**src/rtl/conv_window_feeder_pkg.sv**
```systemverilog
// Shared types and constants for the convolution window feeder:
// FSM states, default geometry and store-select encodings.
package conv_window_feeder_pkg;

  typedef enum logic [2:0] {
    IDLE   = 3'd0,
    START  = 3'd1,
    STREAM = 3'd2,
    WAIT   = 3'd3,
    NEXT   = 3'd4,
    FIN    = 3'd5
  } feeder_state_e;

  localparam int DEF_KERNEL_SIZE = 32'sd3;
  localparam int DEF_IMG_W       = 32'sd4;
  localparam int OUT_W           = DEF_IMG_W - DEF_KERNEL_SIZE + 32'sd1;
  localparam int TAPS            = DEF_KERNEL_SIZE * DEF_KERNEL_SIZE;

  localparam logic SEL_IMAGE  = 1'b0;
  localparam logic SEL_KERNEL = 1'b1;

  function automatic int calc_out_w(input int img_w, input int k);
    return img_w - k + 32'sd1;
  endfunction

  function automatic int calc_taps(input int k);
    return k * k;
  endfunction

endpackage

```
**src/rtl/conv_window_addr_gen.sv**
```systemverilog
// Window position (row/col) and in-kernel beat (krow/kcol) counters plus
// the pixel / tap address arithmetic for the paired left/right windows.
module conv_window_addr_gen
  import conv_window_feeder_pkg::*;
#(
  parameter int KERNEL_SIZE = DEF_KERNEL_SIZE,
  parameter int IMG_W       = DEF_IMG_W,
  parameter int ADDR_WIDTH  = 32'sd4
) (
  input  logic                  clk,
  input  logic                  rst,
  input  logic                  clr,
  input  logic                  beat_adv,
  input  logic                  job_adv,
  output logic [ADDR_WIDTH-1:0] w1_addr,
  output logic [ADDR_WIDTH-1:0] w2_addr,
  output logic [ADDR_WIDTH-1:0] tap_idx,
  output logic [ADDR_WIDTH-1:0] idx_base,
  output logic                  last_beat,
  output logic                  last_job
);

  localparam logic [ADDR_WIDTH-1:0] ONE      = ADDR_WIDTH'(32'd1);
  localparam logic [ADDR_WIDTH-1:0] COL_STEP = ADDR_WIDTH'(32'd2);
  localparam logic [ADDR_WIDTH-1:0] K_N      = ADDR_WIDTH'(KERNEL_SIZE);
  localparam logic [ADDR_WIDTH-1:0] K_LAST   = ADDR_WIDTH'(KERNEL_SIZE - 32'sd1);
  localparam logic [ADDR_WIDTH-1:0] IMG_N    = ADDR_WIDTH'(IMG_W);
  localparam logic [ADDR_WIDTH-1:0] OUT_N    = ADDR_WIDTH'(calc_out_w(IMG_W, KERNEL_SIZE));

  logic [ADDR_WIDTH-1:0] row_r;
  logic [ADDR_WIDTH-1:0] col_r;
  logic [ADDR_WIDTH-1:0] krow_r;
  logic [ADDR_WIDTH-1:0] kcol_r;

  // Position and beat counters; columns advance in pairs since each job covers two windows
  always_ff @(posedge clk or posedge rst) begin
    if (rst) begin
      row_r  <= '0;
      col_r  <= '0;
      krow_r <= '0;
      kcol_r <= '0;
    end else if (clr) begin
      row_r  <= '0;
      col_r  <= '0;
      krow_r <= '0;
      kcol_r <= '0;
    end else if (job_adv) begin
      krow_r <= '0;
      kcol_r <= '0;
      if (col_r + COL_STEP == OUT_N) begin
        col_r <= '0;
        row_r <= row_r + ONE;
      end else begin
        col_r <= col_r + COL_STEP;
      end
    end else if (beat_adv) begin
      if (kcol_r == K_LAST) begin
        kcol_r <= '0;
        krow_r <= krow_r + ONE;
      end else begin
        kcol_r <= kcol_r + ONE;
      end
    end else begin
      row_r <= row_r;
    end
  end

  // Address arithmetic from the counters
  always_comb begin
    w1_addr   = (row_r + krow_r) * IMG_N + col_r + kcol_r;
    w2_addr   = w1_addr + ONE;
    tap_idx   = krow_r * K_N + kcol_r;
    idx_base  = row_r * OUT_N + col_r;
    last_beat = (krow_r == K_LAST) && (kcol_r == K_LAST);
    last_job  = (col_r + COL_STEP == OUT_N) && (row_r + ONE == OUT_N);
  end

endmodule

```
**src/rtl/conv_window_feeder.sv**
```systemverilog
// Convolution engine initiator: holds image/kernel storage, walks every
// window pair through the engine and publishes the returned results.
module conv_window_feeder
  import conv_window_feeder_pkg::*;
#(
  parameter int KERNEL_SIZE     = DEF_KERNEL_SIZE,
  parameter int DATA_WIDTH      = 32'sd8,
  parameter int SRAM_ADDR_WIDTH = 32'sd4,
  parameter int SRAM_DEPTH      = 32'sd16,
  parameter int IMG_W           = DEF_IMG_W
) (
  input  logic                       i_clk,
  input  logic                       i_rst,
  input  logic                       i_wr_en,
  input  logic                       i_wr_sel,
  input  logic [SRAM_ADDR_WIDTH-1:0] i_wr_addr,
  input  logic [DATA_WIDTH-1:0]      i_wr_data,
  input  logic                       i_go,
  output logic                       o_conv_start,
  output logic [SRAM_ADDR_WIDTH-1:0] o_window1_addr,
  output logic [DATA_WIDTH-1:0]      o_window1_data,
  output logic [SRAM_ADDR_WIDTH-1:0] o_window2_addr,
  output logic [DATA_WIDTH-1:0]      o_window2_data,
  output logic [DATA_WIDTH-1:0]      o_kernel_data,
  input  logic [DATA_WIDTH-1:0]      i_conv_result,
  input  logic                       i_conv_done,
  output logic                       o_res_valid,
  output logic [SRAM_ADDR_WIDTH-1:0] o_res_idx,
  output logic [DATA_WIDTH-1:0]      o_res_data,
  output logic                       o_busy,
  output logic                       o_done
);

  localparam int TAP_CNT = calc_taps(KERNEL_SIZE);
  localparam logic [SRAM_ADDR_WIDTH-1:0] KERN_N = SRAM_ADDR_WIDTH'(TAP_CNT);

  feeder_state_e state_r;
  feeder_state_e state_s;

  logic [DATA_WIDTH-1:0]      img_mem_r  [SRAM_DEPTH];
  logic [DATA_WIDTH-1:0]      kern_mem_r [TAP_CNT];
  logic                       clr_s;
  logic                       beat_adv_s;
  logic                       job_adv_s;
  logic                       win_en_s;
  logic [SRAM_ADDR_WIDTH-1:0] w1_addr_s;
  logic [SRAM_ADDR_WIDTH-1:0] w2_addr_s;
  logic [SRAM_ADDR_WIDTH-1:0] tap_idx_s;
  logic [SRAM_ADDR_WIDTH-1:0] idx_base_s;
  logic                       last_beat_s;
  logic                       last_job_s;
  logic                       res_cnt_r;
  logic                       start_r;
  logic                       busy_r;
  logic                       done_r;
  logic                       res_valid_r;
  logic [SRAM_ADDR_WIDTH-1:0] res_idx_r;
  logic [DATA_WIDTH-1:0]      res_data_r;

  conv_window_addr_gen #(
    .KERNEL_SIZE (KERNEL_SIZE),
    .IMG_W       (IMG_W),
    .ADDR_WIDTH  (SRAM_ADDR_WIDTH)
  ) u_addr_gen (
    .clk       (i_clk),
    .rst       (i_rst),
    .clr       (clr_s),
    .beat_adv  (beat_adv_s),
    .job_adv   (job_adv_s),
    .w1_addr   (w1_addr_s),
    .w2_addr   (w2_addr_s),
    .tap_idx   (tap_idx_s),
    .idx_base  (idx_base_s),
    .last_beat (last_beat_s),
    .last_job  (last_job_s)
  );

  // Host writes land only while idle; storage is deliberately not reset
  always_ff @(posedge i_clk) begin
    if (i_wr_en && (state_r == IDLE)) begin
      if (i_wr_sel == SEL_IMAGE) begin
        img_mem_r[i_wr_addr] <= i_wr_data;
      end else if (i_wr_addr < KERN_N) begin
        kern_mem_r[i_wr_addr] <= i_wr_data;
      end
    end
  end

  // FSM state register
  always_ff @(posedge i_clk or posedge i_rst) begin
    if (i_rst) begin
      state_r <= IDLE;
    end else begin
      state_r <= state_s;
    end
  end

  // Next state and counter controls; START does not advance so beat 0 repeats in STREAM
  always_comb begin
    state_s    = state_r;
    clr_s      = 1'b0;
    beat_adv_s = 1'b0;
    job_adv_s  = 1'b0;
    case (state_r)
      IDLE: begin
        if (i_go) begin
          state_s = START;
          clr_s   = 1'b1;
        end else begin
          state_s = IDLE;
        end
      end
      START:  state_s = STREAM;
      STREAM: begin
        if (last_beat_s) begin
          state_s = WAIT;
        end else begin
          beat_adv_s = 1'b1;
        end
      end
      WAIT: begin
        if (i_conv_done && res_cnt_r) begin
          state_s = NEXT;
        end else begin
          state_s = WAIT;
        end
      end
      NEXT: begin
        job_adv_s = 1'b1;
        if (last_job_s) begin
          state_s = FIN;
        end else begin
          state_s = START;
        end
      end
      FIN:     state_s = IDLE;
      default: state_s = IDLE;
    endcase
  end

  // Registered strobes aligned with the state they describe
  always_ff @(posedge i_clk or posedge i_rst) begin
    if (i_rst) begin
      start_r <= 1'b0;
      busy_r  <= 1'b0;
      done_r  <= 1'b0;
    end else begin
      start_r <= (state_s == START);
      busy_r  <= (state_s != IDLE);
      done_r  <= (state_s == FIN);
    end
  end

  // Result capture: first engine result is the left window, second the right
  always_ff @(posedge i_clk or posedge i_rst) begin
    if (i_rst) begin
      res_cnt_r   <= 1'b0;
      res_valid_r <= 1'b0;
      res_idx_r   <= '0;
      res_data_r  <= '0;
    end else begin
      res_valid_r <= 1'b0;
      if ((state_r == WAIT) && i_conv_done) begin
        res_valid_r <= 1'b1;
        res_idx_r   <= idx_base_s + {{(SRAM_ADDR_WIDTH-1){1'b0}}, res_cnt_r};
        res_data_r  <= i_conv_result;
        res_cnt_r   <= ~res_cnt_r;
      end
    end
  end

  // Window outputs are live only while a job is being presented, zero otherwise
  always_comb begin
    win_en_s = (state_r == START) || (state_r == STREAM) || (state_r == WAIT);
    if (win_en_s) begin
      o_window1_addr = w1_addr_s;
      o_window2_addr = w2_addr_s;
      o_window1_data = img_mem_r[w1_addr_s];
      o_window2_data = img_mem_r[w2_addr_s];
      o_kernel_data  = kern_mem_r[tap_idx_s];
    end else begin
      o_window1_addr = '0;
      o_window2_addr = '0;
      o_window1_data = '0;
      o_window2_data = '0;
      o_kernel_data  = '0;
    end
  end

  assign o_conv_start = start_r;
  assign o_busy       = busy_r;
  assign o_done       = done_r;
  assign o_res_valid  = res_valid_r;
  assign o_res_idx    = res_idx_r;
  assign o_res_data   = res_data_r;

endmodule

```
**config.mk**
```make
export PLATFORM = sky130hd
export DESIGN_NAME = conv_window_feeder
export DESIGN_NICKNAME = d
export VERILOG_FILES = /design/src/rtl/conv_window_feeder_pkg.sv /design/src/rtl/conv_window_addr_gen.sv /design/src/rtl/conv_window_feeder.sv
export SDC_FILE = /design/constraint.sdc
export NUM_CORES = 1
export LEC_CHECK = 0
export CAP_MARGIN = 10
export CORE_UTILIZATION = 39
export DETAILED_ROUTE_END_ITERATION = 10
export GPL_ROUTABILITY_DRIVEN = 0
export PLACE_DENSITY = 0.58
export REMOVE_ABC_BUFFERS = 1
export SETUP_SLACK_MARGIN = 0.1
export SLEW_MARGIN = 20
export SYNTH_ARGS = -nofsm -noshare
export SYNTH_HDL_FRONTEND = slang
export SYNTH_SLANG_ARGS = --single-unit
```
**constraint.sdc**
```tcl
create_clock -name i_clk -period 5.2 [get_ports i_clk]
set_clock_uncertainty 0.15 [all_clocks]
set_input_delay 1.04 -clock i_clk [delete_from_list [all_inputs] [get_ports i_clk]]
set_output_delay 1.04 -clock i_clk [all_outputs]
set_load 0.005 [all_outputs]
```
==> results of run 1 <==
## metal layers
layer	GRT usage (%)	wire, um
met3	2.73	1150
met4	5.84	688
met2	31.3	13200
met5	0	0
met1	23.4	10700
## final timing paths
| check | startpoint | endpoint | slack, ns | depth (start not counted) |
|---|---|---|---|---|
| max | u_addr_gen.row_r[0]$_DFFE_PP0P_ | o_window2_data[7] | 0.20 | 11 |
| min | o_res_data[2]$_DFFE_PP0P_ | o_res_data[2]$_DFFE_PP0P_ | 0.33 | 2 |
| max reg2reg | state_r[1]$_DFF_PP0_ | img_mem_r[6][7]$_DFFE_PP_ | 2.39 | 4 |
| min reg2reg | o_res_data[2]$_DFFE_PP0P_ | o_res_data[2]$_DFFE_PP0P_ | 0.33 | 2 |
| max in group asynchronous | i_rst | u_addr_gen.kcol_r[0]$_DFFE_PP0P_ | 3.80 | 3 |
| min in group asynchronous | i_rst | u_addr_gen.row_r[2]$_DFFE_PP0P_ | 0.76 | 3 |
## area by class of cell
class	count	area (um^2)
Clock buffer	32	703
Multi-Input combinational cell	356	3910
Clock inverter	16	125
Fill cell	2352	14500
Tap cell	378	473
Sequential cell	235	6880
Inverter	20	75.1
Timing Repair Buffer	105	1070
## critical path: cells and delay by family (launching register included)
kind | cells | cell delay (ns)
buf+inv | 4 | 0.44
mux | 2 | 0.57
fa+ha+maj | 3 | 1.47
flops | 1 | 0.38
xor+xnor | 1 | 0.15
compound gates | 1 | 0.25
## registers in the layout, summed over array words and instances, names as in the netlist
register and flops:
u_addr_gen.col_r 3, o_done 1, o_res_idx 4, o_res_data 8, u_addr_gen.kcol_r 4, res_cnt_r 1, u_addr_gen.row_r 4, o_busy 1
kern_mem_r 72, o_conv_start 1, o_res_valid 1, state_r 3, u_addr_gen.krow_r 4, img_mem_r 128
## per-stage QoR
| stage | setup WS, ns | cell area (um^2) | hold slack (ns) |
|---|---|---|---|
| 4_1_cts | 0.101 | 13100 | 0.332 |
| 5_1_grt | 0.0802 | 13200 | 0.346 |
| 2_1_floorplan | 0.123 | 10800 | 0.310 |
| 3_3_place_gp | 0.505 | 12200 | 0.306 |
| 3_5_place_dp | 0.473 | 12200 | 0.316 |
| 6_report | 0.197 | 13200 | 0.329 |
## power by group
| part | internal [uW] | switching [uW] | total (uW) |
|---|---|---|---|
| clock | 1010 | 735 | 1750 |
| combinational | 3220 | 2640 | 5870 |
| sequential | 2150 | 103 | 2250 |
## synth_stat cells (all sizes together), types with 4 or more instances
cell type / number / share of area [%]
edfxtp: 200 / 55
mux4: 80 / 16
nand2: 43 / 1.5
dfrtp: 35 / 8.0
nor2: 34 / 1.2
mux2: 24 / 2.5
o21ai: 24 / 1.1
a21oi: 22 / 1.0
buf: 22 / 1.2
inv: 20 / 0.68
mux2i: 19 / 2.0
ha: 17 / 1.9
clkbuf: 14 / 0.48
a22o: 11 / 0.88
xnor2: 11 / 1.0
nor3: 8 / 0.37
and3: 5 / 0.29
fa: 5 / 0.91
xor2: 5 / 0.40
nand2b: 4 / 0.23
nand3: 4 / 0.18
nand3b: 4 / 0.27
## logic make-up (layout without fill, tap and decap cells)
| kind of cell | count (synthesis) | after routing |
|---|---|---|
| compound gates | 71 | 71 |
| xor+xnor | 18 | 18 |
| fa+ha+maj | 22 | 22 |
| buf+inv | 56 | 173 |
| flops | 235 | 235 |
| mux | 123 | 123 |
| other cells | 1 | 1 |
| simple gates | 121 | 121 |
## repair_timing
| action | CTS | global route |
|---|---|---|
| resized for setup | 14 | 46 |
| endpoints found under the setup margin | 12 | 13 |
| buffers inserted | 8 | 7 |
| pin swaps | 2 | 10 |
| cloned | 1 | 2 |
| hold buffers | 0 | 0 |
==> impl_results.md, run 1 <==
* Post-DR vias/cell at approximately 5.4
* Slew HR at 24.9%
* Die H at ~170 um
* CTS tree: yes
* Detailed placer's ending HPWL at between 15000 and 20000 um
* Mapped Cells at around 650
* Buffers added on ports at 73
* Die width at around 170 um
* CP Launch Type: flop
* Worst-Skew Late Latency at roughly 0.53 ns
* DR WL/cell at between 20 and 25 um
* Final hold vios at 0
* Post-detailed-route count of antenna-violating nets at 0
* DR vias at between 6000 and 7000
* Crit-path cells: ha_1, inv_2, fa_1, fa_2, xnor2_4, buf_6, clkbuf_16, mux4_2, mux2_2, a22o_1, clkbuf_2
* Post-Synth Simple-Gate Area at under 10%
* CTS root buffer: clkbuf_16
* Asr flop ratio synth at approximately 15%
* Leading cell type in the layout, fill and taps excluded: edfxtp_1
* Crit. End Element: output pin
* Initial core utilization at between 30 and 40%
* Synth Area in Compound Gates at roughly 4.0%
* Critical path class: reg -> out
* Hold Path Class: reg -> reg
* Final Util at approximately 48%
* Period utilisation layout at a little over nine tenths
* Clock slew at reported path FFs at roughly 0.060 ns
* Setup violators final at 0
* Crit-path max cell delay at approximately 0.70 ns
* Max Slew Vio Count at 0
* Ys Warns at 0
* FF+latch count, synth at roughly 240
* Setup_tns at 0 ns
* N_diodes at 0
* Initial antenna violation count at 0
* Number of enable flip-flop cells after synthesis at 200
* Adder-cell area share of the yosys netlist at roughly 2.9%
* # IOs at 74
* Max-Cap Viols at 0
* Post-synth design cell area at around 0.011 mm^2
* Status: completed
* # H-tree levels at 1
* DRC at 0
* GRT Total Usage at a little under a fifth
* Mux cell area share after synthesis at a little over a fifth
* Leakage at approximately 0.0047 uW
* Synthesis-to-layout area growth at 20.7%
* Pwr Total at between 9000 and 10000 uW
* Clock buffer depth at 3
* DR pass1 iterations at 5
* Maximum ir drop on the vdd rail at between 0.0006 and 0.0007 V
* Final std cells w/o fill at ~1100
* Initial DRC count at roughly 490
* Number of global-route vias before repair at roughly 6500
* Top_reg_cell synth: edfxtp_1
* CORE AREA at between 0.02 and 0.03 mm^2
* Row Count at between 60 and 70
* Die Area at around 0.029 mm^2
* Nets at roughly 790
* Sink Count at roughly 240
* Avg Inst Size Synth at around 17 um^2
* CP max FO at 6
* Global route total overflow at 0
* Fmax at 200 MHz
* PD cells at approximately 750 mW/mm^2
* Global-route wire length before repair at 38500 um
* Cell variety after synth at 56
* RSZ-0062 raised after global routing: yes
* Critical Path AT at 3.81 ns
* Worst slew pin tran at about 1.1 ns
* Tmin final at 5.00 ns
* Post-Synth XOR/XNOR Area at roughly 1.9%
* Slowest stage cell on the critical path: fa_2
* Drt total wl at roughly 26000 um
* Largest net degree at the start of global routing at 36
* Seq/Total Area, Yosys at 62.8%
* Placed Cells at about 1100
* Commonest cells after routing, fill and taps aside: edfxtp_1, mux4_2, clkdlybuf4s50_1, nand2_1
* Required @ worst endpoint at between 4 and 5 ns
* Largest family of logic cells by synthesized area: multiplexers
* Total CTS buffers at 26
* Share of cells above drive strength 1 at 28.0%
(Power assumes the default switching activity.)
==> run 2, diff against run 1 <==
--- a/config.mk
+++ b/config.mk
@@ -7,9 +7,10 @@
 export LEC_CHECK = 0
 export CAP_MARGIN = 10
 export CORE_UTILIZATION = 39
+export CTS_BUF_LIST = sky130_fd_sc_hd__clkbuf_4 sky130_fd_sc_hd__clkbuf_8
 export DETAILED_ROUTE_END_ITERATION = 10
 export GPL_ROUTABILITY_DRIVEN = 0
-export PLACE_DENSITY = 0.58
+export PLACE_DENSITY = 0.6
 export REMOVE_ABC_BUFFERS = 1
 export SETUP_SLACK_MARGIN = 0.1
 export SLEW_MARGIN = 20
==> constraint.sdc (replaced) <==
create_clock -name i_clk -period 4.4 [get_ports i_clk]
set_clock_uncertainty 0.15 [all_clocks]
set_input_delay 0.88 -clock i_clk [delete_from_list [all_inputs] [get_ports i_clk]]
set_output_delay 0.88 -clock i_clk [all_outputs]
set_load 0.005 [all_outputs]
==> impl_results.md, run 2 (same netlist as run 1, synthesis figures left out) <==
* CP Launch Point: u_addr_gen.row_r[0]$_DFFE_PP0P_
* Worst Slack Setup Final at -0.388 ns
* Largest net degree at the start of global routing at 36
* Commonest cells after routing, fill and taps aside: edfxtp_1, mux4_2, buf_4, clkbuf_8, clkdlybuf4s50_1
* Leakage at 0.00493 uW
* Initial core utilization at 39.6%
* Setup violators final at 17
* Critical Path AT at around 3.8 ns
* Leading cell type in the layout, fill and taps excluded: edfxtp_1
* Number of global-route vias before repair at 6976
* Nets at between 800 and 900
* Net Sw Frac at a little over a third
* CP Launch Type: flop
* Slew HR at between 20% and 30%
* Synthesis-to-layout area growth at 24.3%
* Worst slew pin tran at between 1 and 1.5 ns
* Max Slew Vio Count at 0
* Period utilisation layout at 109%
* Internal power at between 8000 and 9000 uW
* CP max FO at 5
* Initial DRC count at about 610
* Post-detailed-route count of antenna-violating nets at 0
* Max reg flops at approximately 130
* CTS root buffer: clkbuf_8
* Crit. End Element: output pin
* Clock slew at reported path FFs at 0.05 ns
* CTS tree: yes
* Buffers added on ports at 73
* GRT Total Usage at about a fifth
* Maximum ir drop on the vdd rail at approximately 0.00057 V
* Tmin final at around 4.8 ns
* Required @ worst endpoint at 3.37 ns
* Die width at about 170 um
* DRC at 0
* Hold Slack at approximately 0.33 ns
* RSZ-0062 raised after global routing: yes
* N_diodes at 0
* Initial antenna violation count at 1
* Switching power at between 4000 and 5000 uW
* Critical path class: reg -> out
* Failing checks: setup timing
* Final hold vios at 0
* Global-route wire length before repair at between 40000 and 50000 um
* Global route total overflow at 0
* Clock buffer depth at 3
* Die Area at 0.0288 mm^2
* Reg2Reg Launch Point: u_addr_gen.kcol_r[0]$_DFFE_PP0P_
* Die H at roughly 170 um
* PD cells at a little over 900 mW/mm^2
* Status: finished with violations
* Row Count at 61
* Setup_tns at -5.48 ns
* Placed Cells at 1102
* Fmax at approximately 210 MHz
* # IOs at 74
* Drt total wl at about 26000 um
* Sink Count at between 200 and 250
* Filler cell count at between 2000 and 2500
* Max-Cap Viols at 0
* DR vias at 6447
* Worst-Skew Late Latency at 0.53 ns
* Total CTS buffers at 41
* Post-DR vias/cell at between 5 and 6
* Logic pwr share at about 63%
* DR WL/cell at 21.9 um
* Detailed placer's ending HPWL at ~17000 um
* CORE AREA at roughly 0.028 mm^2
* DR pass1 iterations at 4
* Hold Path Class: reg -> reg
* Clock network power share at around 15%
* Final std cells w/o fill at roughly 1200
* Reg with most FFs: img_mem_r
* Seq pwr share at between 20% and 30%
* Share of cells above drive strength 1 at between 30% and 40%
* Hold Startpoint: o_res_idx[3]$_DFFE_PP0P_
* # H-tree levels at 2
run 2: changes by cell type in the layout (fill, tap and decap cells not counted), moves of 7 or more:
cell,change
buf_4,+43
dlymetal6s2s_1,-7
dlygate4sd2_1,+7
clkbuf_8,+43
clkbuf_16,-28
clkbuf_4,+8
clkdlybuf4s50_1,-10
clkbuf_2,-8
buf_2,+15
run 2: layer usage:
metal | wire length [um] | global-route usage [%] | vias up
li1 | - | - | 2886
met1 | 10900 | 24.7 | 3302
met2 | 13200 | 32.1 | 207
met3 | 1650 | 3.75 | 50
met4 | 741 | 7.76 | 2
met5 | 8 | 0 | -
run 2: area by class of cell:
class                   instances  area (um^2)  area share, %
inverters                      20         77.6          0.569
well taps                     378          473           3.47
flip-flops and latches        235         6890           50.5
multi-input cells             356         3970           29.1
clock buffers                  54          693           5.09
clock inverters                13         86.3          0.634
repair buffers                154         1440           10.6
run 2: power groups by stage:
stage / logic, uW / clock network, uW / registers [uW]
after floorplan: 3640 / 0 / 2730
after global placement: 6490 / 0 / 2690
after detailed placement: 6520 / 0 / 2700
after CTS: 7830 / 1980 / 2660
after global routing: 8400 / 2070 / 2670
final: 7870 / 1920 / 2650
run 2: critical path, cell delays in order (launching register included):
cell	delay [ns]
dfrtp_1	0.38
ha_1	0.28
inv_1	0.05
fa_1	0.50
fa_2	0.47
buf_12	0.15
xnor2_4	0.18
buf_6	0.17
buf_16	0.13
mux4_2	0.27
mux2_4	0.28
a22o_1	0.24
buf_2	0.13
run 2: path summary, 6_finish.rpt:
path	to	slack (ns)	cells after the start
setup / recovery	o_window2_data[0]	-0.39	12
hold / removal	o_res_idx[3]$_DFFE_PP0P_	0.33	2
setup reg to reg	o_conv_start$_DFF_PP0_	1.22	7
hold reg to reg	o_res_idx[3]$_DFFE_PP0P_	0.33	2
max in group asynchronous	o_res_idx[3]$_DFFE_PP0P_	2.94	3
min in group asynchronous	o_res_data[3]$_DFFE_PP0P_	0.59	2
run 2: per-stage QoR:
| stage | cell area, um^2 | setup slack (ns) | utilization, % | total power, uW |
|---|---|---|---|---|
| 2_1_floorplan | 10800 | -0.517 | - | 6380 |
| 3_3_place_gp | 12300 | -0.122 | 44.5 | 9180 |
| 3_5_place_dp | 12300 | -0.127 | 44.5 | 9210 |
| 4_1_cts | 13600 | -0.520 | 49.0 | 12500 |
| 5_1_grt | 13600 | -0.503 | 49.2 | 13100 |
| 6_report | 13600 | -0.388 | 49.2 | 12400 |
run 2: repair_timing:
item	CTS	global route
pin swaps	14	8
setup buffers	32	10
cloned	4	0
hold buffers	0	0
endpoints found under the setup margin	27	27
gates resized for setup	141	13
==> run 3, diff against run 2 <==
--- a/config.mk
+++ b/config.mk
@@ -8,10 +8,10 @@
 export CAP_MARGIN = 10
 export CORE_UTILIZATION = 39
 export CTS_BUF_LIST = sky130_fd_sc_hd__clkbuf_4 sky130_fd_sc_hd__clkbuf_8
+export CTS_CLUSTER_SIZE = 25
 export DETAILED_ROUTE_END_ITERATION = 10
 export GPL_ROUTABILITY_DRIVEN = 0
 export PLACE_DENSITY = 0.6
-export REMOVE_ABC_BUFFERS = 1
 export SETUP_SLACK_MARGIN = 0.1
 export SLEW_MARGIN = 20
 export SYNTH_ARGS = -nofsm -noshare
==> impl_results.md, run 3 (same netlist as run 1, synthesis figures left out) <==
* Final hold vios at 0
* Met2 wire len at approximately 14000 um
* Final Util at 50.0%
* Row Count at a little over 60
* Sink Count at ~240
* CP Launch Type: flop
* Pwr Total at ~13000 uW
* Largest net degree at the start of global routing at 36
* M1 wire length at 11200 um
* Initial antenna violation count at 0
* Share of cells above drive strength 1 at just under 40%
* Critical Path AT at between 3 and 4 ns
* Reg with most FFs: img_mem_r
* Synthesis-to-layout area growth at 26.3%
* Clock slew at reported path FFs at roughly 0.06 ns
* WL met3 at 1540 um
* CTS root buffer: clkbuf_8
* Final std cells w/o fill at ~1200
* Worst-case reg-to-reg path depth at 7
* Status: finished with violations
* Global route total overflow at 0
* Global-route wire length before repair at 41800 um
* Post-detailed-route count of antenna-violating nets at 0
* Drt total wl at about 27000 um
* DR top layer: met4
* Hold path cells at 2
* Critical path class: reg -> out
* N_diodes at 0
* Fmax at 206 MHz
* Max-Cap Viols at 0
* Die width at 170 um
* DR vias at 6623
* DR pass1 iterations at 5
* CORE AREA at approximately 0.028 mm^2
* Max Slew Vio Count at 0
* Die Area at approximately 0.029 mm^2
* Initial DRC count at slightly above 500
* Clock buffer depth at 3
* # IOs at 74
* Tmin final at roughly 5 ns
* Syn_nets at ~700
* DRC at 0
* CP max FO at 5
* Slew HR at roughly 24%
* Leakage at 0.00503 uW
* DR WL/cell at around 22 um
* Worst R2R Setup Slack at 1.24 ns
* Worst slew pin tran at approximately 1.1 ns
* Placed Cells at roughly 1100
* Leading cell type in the layout, fill and taps excluded: edfxtp_1
* Setup violators final at 21
* Max reg flops at 128
* Hold Startpoint: o_res_data[4]$_DFFE_PP0P_
* CTS tree: yes
* Buffers added on ports at 73
* Period utilisation layout at 111%
* RSZ-0062 raised after global routing: yes
* Required @ worst endpoint at between 3 and 4 ns
* Hold buffer count at cts at 0
* Hold Path Class: reg -> reg
* PD cells at 934 mW/mm^2
* Number of global-route vias before repair at roughly 7000
* Reg2Reg Launch Point: u_addr_gen.kcol_r[0]$_DFFE_PP0P_
* Crit. End Element: output pin
* Commonest cells after routing, fill and taps aside: edfxtp_1, mux4_2, buf_4, clkbuf_8, clkdlybuf4s50_1
* Initial core utilization at about 40%
* Post-DR vias/cell at 5.42
* Die H at 170 um
* Worst-Skew Late Latency at approximately 0.54 ns
* # H-tree levels at 2
* Worst Hold End: o_res_data[4]$_DFFE_PP0P_
* GRT Total Usage at between 15 and 20%
* Worst Slack Setup Final at -0.465 ns
* Reg2reg end: o_conv_start$_DFF_PP0_
* Failing checks: setup timing
* Maximum ir drop on the vdd rail at 0.000437 V
* Total CTS buffers at between 40 and 50
* Detailed placer's ending HPWL at between 15000 and 20000 um
* Nets at 858
==> run 3: per-stage QoR <==
step	worst slack, ns	setup TNS (ns)	instance area, um^2	hold slack (ns)
floorplan	0.220	0	11000	0.310
global placement	-0.124	-0.521	12400	0.307
detailed placement	-0.182	-1.47	12400	0.316
CTS	-0.560	-8.88	13700	0.331
global route	-0.585	-8.79	13800	0.367
finish	-0.465	-5.94	13800	0.326
==> run 3: area by class of cell <==
| type | count | area [um^2] |
|---|---|---|
| clock buffers | 63 | 779 |
| clock inverters | 14 | 121 |
| fillers | 2295 | 13900 |
| inverters | 20 | 77.6 |
| multi-input cells | 356 | 4020 |
| flip-flops and latches | 235 | 6880 |
| well taps | 378 | 473 |
| repair buffers | 155 | 1490 |
==> run 3: where the power goes <==
part	switching, uW	total [uW]	internal (uW)	leakage, uW
Combinational	3570	8130	4550	0.00231
Clock	898	2150	1250	0.000469
Sequential	120	2660	2540	0.00225
Total	4590	12900	8350	0.00503
==> run 3: timing repair <==
action	4_1_cts	5_1_grt
cloned	4	2
gates resized for setup	148	41
buffers inserted	27	7
setup endpoints to repair	27	28
pin swaps	19	11
==> run 3: worst max-delay path, cell delays in order, from the launching register on <==
cell     delay (ns)
dfrtp_1        0.42
ha_4           0.29
inv_2          0.04
fa_1           0.46
fa_2           0.62
xnor2_4        0.14
buf_12         0.13
buf_4          0.11
buf_12         0.11
mux4_2         0.28
mux2_4         0.28
a22o_1         0.26
buf_2          0.14
==> run 3: per-layer routing <==
layer | GRT usage, % | vias up
met3 | 3.64 | 59
met5 | 0 | -
met4 | 6.35 | 0
li1 | - | 2899
met1 | 25.0 | 3451
met2 | 33.6 | 214
==> run 3: worst max-delay path by stage <==
stage	start	slack [ns]	depth (start not counted)	end
after floorplan	u_addr_gen.krow_r[0]$_DFFE_PP0P_	0.22	10	o_window2_data[0]
after global placement	u_addr_gen.krow_r[0]$_DFFE_PP0P_	-0.12	10	o_window1_data[7]
after detailed placement	u_addr_gen.krow_r[0]$_DFFE_PP0P_	-0.18	10	o_window1_data[7]
after CTS	u_addr_gen.row_r[0]$_DFFE_PP0P_	-0.56	13	o_window2_data[7]
after global routing	u_addr_gen.row_r[0]$_DFFE_PP0P_	-0.59	12	o_window2_data[5]
final	u_addr_gen.row_r[0]$_DFFE_PP0P_	-0.47	12	o_window2_data[5]
